## config.mk

```make
export PLATFORM = sky130hd
export DESIGN_NAME = dpram_read_streamer_flat
export DESIGN_NICKNAME = d
export VERILOG_FILES = /design/src/rtl/dpram_read_streamer_if.sv /design/src/rtl/dpram_read_streamer.sv /design/src/flat_wrapper.sv
export SDC_FILE = /design/constraint.sdc
export NUM_CORES = 1
export LEC_CHECK = 0
export CAP_MARGIN = 20
export CORE_ASPECT_RATIO = 0.8
export CORE_MARGIN = 1
export CORE_UTILIZATION = 46
export DETAILED_ROUTE_END_ITERATION = 12
export PLACE_DENSITY = 0.82
export SLEW_MARGIN = 20
export SYNTH_ARGS = -nofsm -noshare
export SYNTH_HDL_FRONTEND = slang
export SYNTH_SLANG_ARGS = --single-unit
export TNS_END_PERCENT = 1
```

## constraint.sdc

```tcl
create_clock -name clk -period 2.75 [get_ports clk]
set_input_delay 0.55 -clock clk [delete_from_list [all_inputs] [get_ports clk]]
set_output_delay 0.55 -clock clk [all_outputs]
set_load 0.01 [all_outputs]
```

## src/rtl/dpram_read_streamer_if.sv

```systemverilog
// Control, RAM read port and output stream of the dual-port RAM read streamer.
// "slave" is the streamer side; "master" is the surrounding RAM/consumer/controller.
interface dpram_read_streamer_if #(
  parameter int ADDR_W = 8,
  parameter int DATA_W = 16
);
  logic              start;
  logic [ADDR_W-1:0] base_addr;
  logic [ADDR_W:0]   len;
  logic              busy;
  logic              done;
  logic              ram_en;
  logic              ram_we;
  logic [ADDR_W-1:0] ram_addr;
  logic [DATA_W-1:0] ram_dout;
  logic              m_valid;
  logic              m_ready;
  logic [DATA_W-1:0] m_data;

  modport slave (
    input  start, base_addr, len, ram_dout, m_ready,
    output busy, done, ram_en, ram_we, ram_addr, m_valid, m_data
  );

  modport master (
    output start, base_addr, len, ram_dout, m_ready,
    input  busy, done, ram_en, ram_we, ram_addr, m_valid, m_data
  );
endinterface

```

## src/rtl/dpram_read_streamer.sv

```systemverilog
// Sweeps one RAM port with reads and replays the words on a valid/ready stream,
// hiding the RAM read latency behind a small FIFO sized to what can be in flight.
module dpram_read_streamer #(
  parameter int ADDR_W = 8,
  parameter int DATA_W = 16,
  parameter int RD_LAT = 1
) (
  input  logic                 clk,
  input  logic                 rst_n,
  dpram_read_streamer_if.slave bus
);
  localparam int DEPTH = RD_LAT + 1;
  localparam int PW    = (DEPTH > 2) ? 2 : 1;
  localparam int CW    = $clog2(DEPTH + 1);
  localparam int OW    = CW + 1;

  typedef enum logic [1:0] {S_IDLE, S_RUN, S_DRAIN, S_DONE} state_t;

  state_t            state_reg;
  logic              busy_reg;
  logic              done_reg;
  logic [ADDR_W-1:0] addr_reg;
  logic [ADDR_W:0]   remain_reg;
  logic [RD_LAT-1:0] infl_reg;
  logic [DATA_W-1:0] fifo_mem [DEPTH];
  logic [PW-1:0]     rd_ptr_reg;
  logic [PW-1:0]     wr_ptr_reg;
  logic [CW-1:0]     fifo_cnt_reg;

  logic          pop;
  logic          push;
  logic          issue;
  logic [OW-1:0] infl_cnt;
  logic [OW-1:0] occ;

  function automatic logic [PW-1:0] ptr_inc(input logic [PW-1:0] p);
    return (p == PW'(DEPTH - 1)) ? '0 : p + PW'(1);
  endfunction

  always_comb begin
    infl_cnt = '0;
    for (int i = 0; i < RD_LAT; i++) begin
      infl_cnt = infl_cnt + OW'(infl_reg[i]);
    end
  end

  assign pop   = (fifo_cnt_reg != '0) && bus.m_ready;
  assign push  = infl_reg[RD_LAT-1];
  // Slots already claimed after this cycle's pop; a read is issued only if it still has a home.
  assign occ   = OW'(fifo_cnt_reg) + infl_cnt - OW'(pop);
  assign issue = (state_reg == S_RUN) && (occ < OW'(DEPTH));

  always_ff @(posedge clk or negedge rst_n) begin
    if (!rst_n) begin
      infl_reg     <= '0;
      rd_ptr_reg   <= '0;
      wr_ptr_reg   <= '0;
      fifo_cnt_reg <= '0;
      for (int i = 0; i < DEPTH; i++) begin
        fifo_mem[i] <= '0;
      end
    end else begin
      infl_reg[0] <= issue;
      for (int i = 1; i < RD_LAT; i++) begin
        infl_reg[i] <= infl_reg[i-1];
      end
      if (push) begin
        fifo_mem[wr_ptr_reg] <= bus.ram_dout;
        wr_ptr_reg           <= ptr_inc(wr_ptr_reg);
      end
      if (pop) begin
        rd_ptr_reg <= ptr_inc(rd_ptr_reg);
      end
      fifo_cnt_reg <= fifo_cnt_reg + CW'(push) - CW'(pop);
    end
  end

  always_ff @(posedge clk or negedge rst_n) begin
    if (!rst_n) begin
      state_reg  <= S_IDLE;
      busy_reg   <= 1'b0;
      done_reg   <= 1'b0;
      addr_reg   <= '0;
      remain_reg <= '0;
    end else begin
      case (state_reg)
        S_IDLE: begin
          if (bus.start) begin
            busy_reg <= 1'b1;
            if (bus.len == '0) begin
              state_reg <= S_DONE;
              done_reg  <= 1'b1;
            end else begin
              state_reg  <= S_RUN;
              addr_reg   <= bus.base_addr;
              remain_reg <= bus.len;
            end
          end
        end
        S_RUN: begin
          if (issue) begin
            remain_reg <= remain_reg - 1'b1;
            // The address is left on the final read so the port rests on the last word fetched.
            if (remain_reg == (ADDR_W+1)'(1)) begin
              state_reg <= S_DRAIN;
            end else begin
              addr_reg <= addr_reg + 1'b1;
            end
          end
        end
        S_DRAIN: begin
          if (pop && (fifo_cnt_reg == CW'(1)) && (infl_cnt == '0)) begin
            state_reg <= S_DONE;
            done_reg  <= 1'b1;
          end
        end
        S_DONE: begin
          state_reg <= S_IDLE;
          busy_reg  <= 1'b0;
          done_reg  <= 1'b0;
        end
        default: state_reg <= S_IDLE;
      endcase
    end
  end

  assign bus.busy     = busy_reg;
  assign bus.done     = done_reg;
  assign bus.ram_en   = issue;
  assign bus.ram_we   = 1'b0;
  assign bus.ram_addr = addr_reg;
  assign bus.m_valid  = (fifo_cnt_reg != '0);
  assign bus.m_data   = fifo_mem[rd_ptr_reg];
endmodule

```

## src/flat_wrapper.sv

```systemverilog
// flat-port wrapper written by rule: the top's interface ports become plain ports
module dpram_read_streamer_flat 
#(
  parameter int ADDR_W = 8,
  parameter int DATA_W = 16,
  parameter int RD_LAT = 1
)
  (clk, rst_n, bus_start, bus_base_addr, bus_len, bus_ram_dout, bus_m_ready, bus_busy, bus_done, bus_ram_en, bus_ram_we, bus_ram_addr, bus_m_valid, bus_m_data);
  dpram_read_streamer_if #(.ADDR_W(ADDR_W), .DATA_W(DATA_W)) bus_i ();
  input  logic clk;
  input  logic rst_n;
  input wire logic [$bits(bus_i.start)-1:0] bus_start;
  input wire logic [$bits(bus_i.base_addr)-1:0] bus_base_addr;
  input wire logic [$bits(bus_i.len)-1:0] bus_len;
  input wire logic [$bits(bus_i.ram_dout)-1:0] bus_ram_dout;
  input wire logic [$bits(bus_i.m_ready)-1:0] bus_m_ready;
  output wire logic [$bits(bus_i.busy)-1:0] bus_busy;
  output wire logic [$bits(bus_i.done)-1:0] bus_done;
  output wire logic [$bits(bus_i.ram_en)-1:0] bus_ram_en;
  output wire logic [$bits(bus_i.ram_we)-1:0] bus_ram_we;
  output wire logic [$bits(bus_i.ram_addr)-1:0] bus_ram_addr;
  output wire logic [$bits(bus_i.m_valid)-1:0] bus_m_valid;
  output wire logic [$bits(bus_i.m_data)-1:0] bus_m_data;
  assign bus_i.start = bus_start;
  assign bus_i.base_addr = bus_base_addr;
  assign bus_i.len = bus_len;
  assign bus_i.ram_dout = bus_ram_dout;
  assign bus_i.m_ready = bus_m_ready;
  assign bus_busy = bus_i.busy;
  assign bus_done = bus_i.done;
  assign bus_ram_en = bus_i.ram_en;
  assign bus_ram_we = bus_i.ram_we;
  assign bus_ram_addr = bus_i.ram_addr;
  assign bus_m_valid = bus_i.m_valid;
  assign bus_m_data = bus_i.m_data;
  dpram_read_streamer #(.ADDR_W(ADDR_W), .DATA_W(DATA_W), .RD_LAT(RD_LAT)) u_core (.clk(clk), .rst_n(rst_n), .bus(bus_i));
endmodule
```

==> flow_metrics.py <==
metrics = {
    "synth": {
        "synth_cell_types": 48,
        "async_flop_share": 1.000,
        "synth_top_area_share": 0.4704,
        "syn_inst": 275,
        "yosysMostFrequentCell": "dfrtp_1",
        "synth_warnings": 0,
        "synth_common_cells": "dfrtp_1 (58), mux2_2 (48), a21oi_1 (19), o21ai_0 (12), nand2_1 (11)",
        "synth_flop_cell": "dfrtp_1",
        "yosys-top-cells-area": "dfrtp_1 (47%), mux2_2 (18%), ha_1 (3.2%)",
        "yosysSeqAreaShare": 0.4704,
        "syn_nets": 321,
        "synth_top_cell_by_area": "dfrtp_1",
        "synth_edf_count": 0,
        "synth_seq_cells": 58,
        "synth_area_um2": 3085,
        "synth_area_per_cell_um2": 11.22,
    },
    "setup_path": {
        "crit_fanout": 3,
        "ff2ff_path_depth": 10,
        "crit_family": "simple AND/OR/NAND/NOR gates",
        "crit_buf_inv": 1,
        "slowest_delay_ns": 0.40,
        "crit_path_top_delay_cell": "fa_2",
        "cp.depth": 9,
        "cp_cell_sequence": "or2_4, nand3_2, nand2_1, ha_2, fa_2, xnor2_2, nor2_2, and2_4, buf_6",
        "cp-start-kind": "flip-flop",
        "path_class": "reg2out",
        "required_ns": 2.20,
        "crit_path_end_kind": "output pin",
        "critPathArrivalTime_ns": 2.27,
    },
    "sta": {
        "setup_ws_ns": -0.06648,
        "slew_headroom": 0.5225,
        "skew_ns": 0.006223,
        "hold_violations": 0,
        "rsz0062_at_grt": "true",
        "setup_viol": 1,
        "post-route-period-util": 1.024,
        "max_freq_mhz": 355.1,
        "period_needed_ns": 2.816,
        "slew_violations": 0,
        "worstMarginPinSlew_ns": 0.7146,
        "fin_setup_tns_ns": -0.06648,
    },
    "job": {
        "cap_viol_max_count": 0,
    },
    "global_routing": {
        "grt_pass1_vias": 2554,
        "grt_overflow": 0,
        "grt_start_max_net_pins": 26,
        "grt_use_total": 0.2355,
        "antenna_found_initial": 0,
        "grt_pass1_wl_mm": 12.44,
    },
    "final_layout": {
        "largest_reg_flops": 32,
        "nets": 413,
        "antenna_cells": 0,
        "drive_gt1_frac": 0.3127,
        "post-route-util": 0.6622,
        "area_growth_pct": 38.24,
    },
    "hold_path": {
        "hold_class": "in2async",
    },
    "power_and_ir_drop": {
        "switching_power_uw": 2043,
        "p_leak_uw": 0.001785,
        "power_frac_seq": 0.293,
        "internal-power_uw": 3517,
        "p_clk_frac": 0.159,
        "p_comb_frac": 0.547,
        "p_sw_frac": 0.3674,
        "worst_ir_drop_vdd_mv": 0.6112,
        "powerDensity_nw_per_um2": 1304,
    },
    "floorplanning": {
        "dieArea_um2": 7041,
        "start_util": 0.4790,
        "die_h_um": 75.26,
        "core_area_um2": 6441,
        "ioPinCount": 66,
        "num_rows": 26,
        "die_w_um": 93.57,
    },
    "clock_network": {
        "clock_sinks": 58,
        "clock_latency_ns": 0.34,
        "cts_buffers": 9,
        "cts_buffer_depth": 2,
        "clock-root-buffer": "clkbuf_8",
        "cts_htree_levels": 3,
        "cts_tree": "yes",
        "clk_pin_slew_ns": 0.06,
    },
    "detailed_routing": {
        "ant_nets": 0,
        "firstDrtPassIters": 5,
        "post-route-drc-count": 0,
        "drtIter0Drc": 156,
        "vias_per_cell": 5.679,
        "wl_per_cell_um": 17.24,
        "vias": 2584,
        "wl_mm": 7.844,
    },
    "status": {
        "outcome": "finished, violations left",
        "violations": "negative setup slack",
    },
    "place": {
        "gp_congestion": 0.8902,
        "portBuffers": 64,
        "pre_cts_ws_ns": -0.6233,
        "hpwlAfterDp_mm": 5.430,
    },
}
cells in the final DEF, fill, tap and decap left out, types with 3 or more instances in the layout:
cell,netlist,layout
a211oi_1,3,3
a21oi_1,19,19
a31o_2,3,3
buf_4,1,31
clkbuf_8,0,11
clkdlybuf4s50_1,0,61
dfrtp_1,58,58
ha_1,8,7
inv_1,10,10
mux2_2,48,48
mux2i_1,5,5
nand2_1,11,10
nand3_1,9,7
nand4_1,4,4
nor2_1,7,6
nor3_1,6,4
nor4_1,4,4
o211ai_1,4,4
o21ai_0,12,12
o22ai_1,8,8
o22ai_2,4,4
or3_1,3,3
power by group through the flow:
stage	clock network [uW]	registers, uW	logic [uW]
after floorplan	0	1560	1730
after global placement	0	1590	2800
after detailed placement	0	1630	2870
after CTS	904	1620	2960
after global routing	933	1690	3280
final	887	1630	3040
timing repair:
action | 4_1_cts | 5_1_grt
cloned | 0 | 0
pin swaps | 2 | 8
endpoints found under the setup margin | 4 | 4
buffers inserted | 1 | 2
resized for setup | 8 | 8
hold buffers | 0 | 0
metrics by stage:
step	std cells	cell area, um2	hold slack [ns]	power [uW]
2_1_floorplan	275	3108	0.2544	3294
3_3_place_gp	437	3994	0.4751	4387
3_5_place_dp	437	3994	0.4791	4497
4_1_cts	453	4225	0.1885	5487
5_1_grt	455	4265	0.2158	5900
6_report	455	4265	0.1814	5560
layout make-up:
type / instances / area, um2
Clock buffer: 13 / 158.9
Clock inverter: 2 / 60.06
Fill cell: 491 / 2176
Inverter: 10 / 37.54
Multi-Input combinational cell: 192 / 1564
Sequential cell: 58 / 1451
Tap cell: 84 / 105.1
Timing Repair Buffer: 96 / 888.4
final timing paths:
path	startpoint	endpoint	slack [ns]
worst max register to register	u_core.fifo_cnt_reg[0]	u_core.state_reg[1]	0.09
max in group asynchronous	rst_n	u_core.rd_ptr_reg	1.93
worst min register to register	u_core.wr_ptr_reg	u_core.wr_ptr_reg	0.49
min in group clk	u_core.wr_ptr_reg	u_core.wr_ptr_reg	0.49
worst max-delay path	u_core.fifo_cnt_reg[0]	bus_ram_en	-0.07
worst min-delay path	rst_n	u_core.fifo_mem[20]	0.18
kinds of logic after synthesis:
logic type,count (synthesis),share of synthesized area
muxes,53,0.1914
AOI/OAI and AO/OA,67,0.1472
adders and majority gates,9,0.03893
DFF,58,0.4704
and+or+nand+nor,59,0.1026
other,1,0.001215
xor gates and xnor gates,3,0.008517
buffers and inverters,25,0.03974
layer usage:
layer	vias up	routed length, um	track usage
met5	-	0	0
met2	94	3855	0.3750
met3	23	435	0.06061
met1	1254	3327	0.2972
met4	0	226	0.1333
li1	1213	-	-
(Power assumes the default switching activity.)
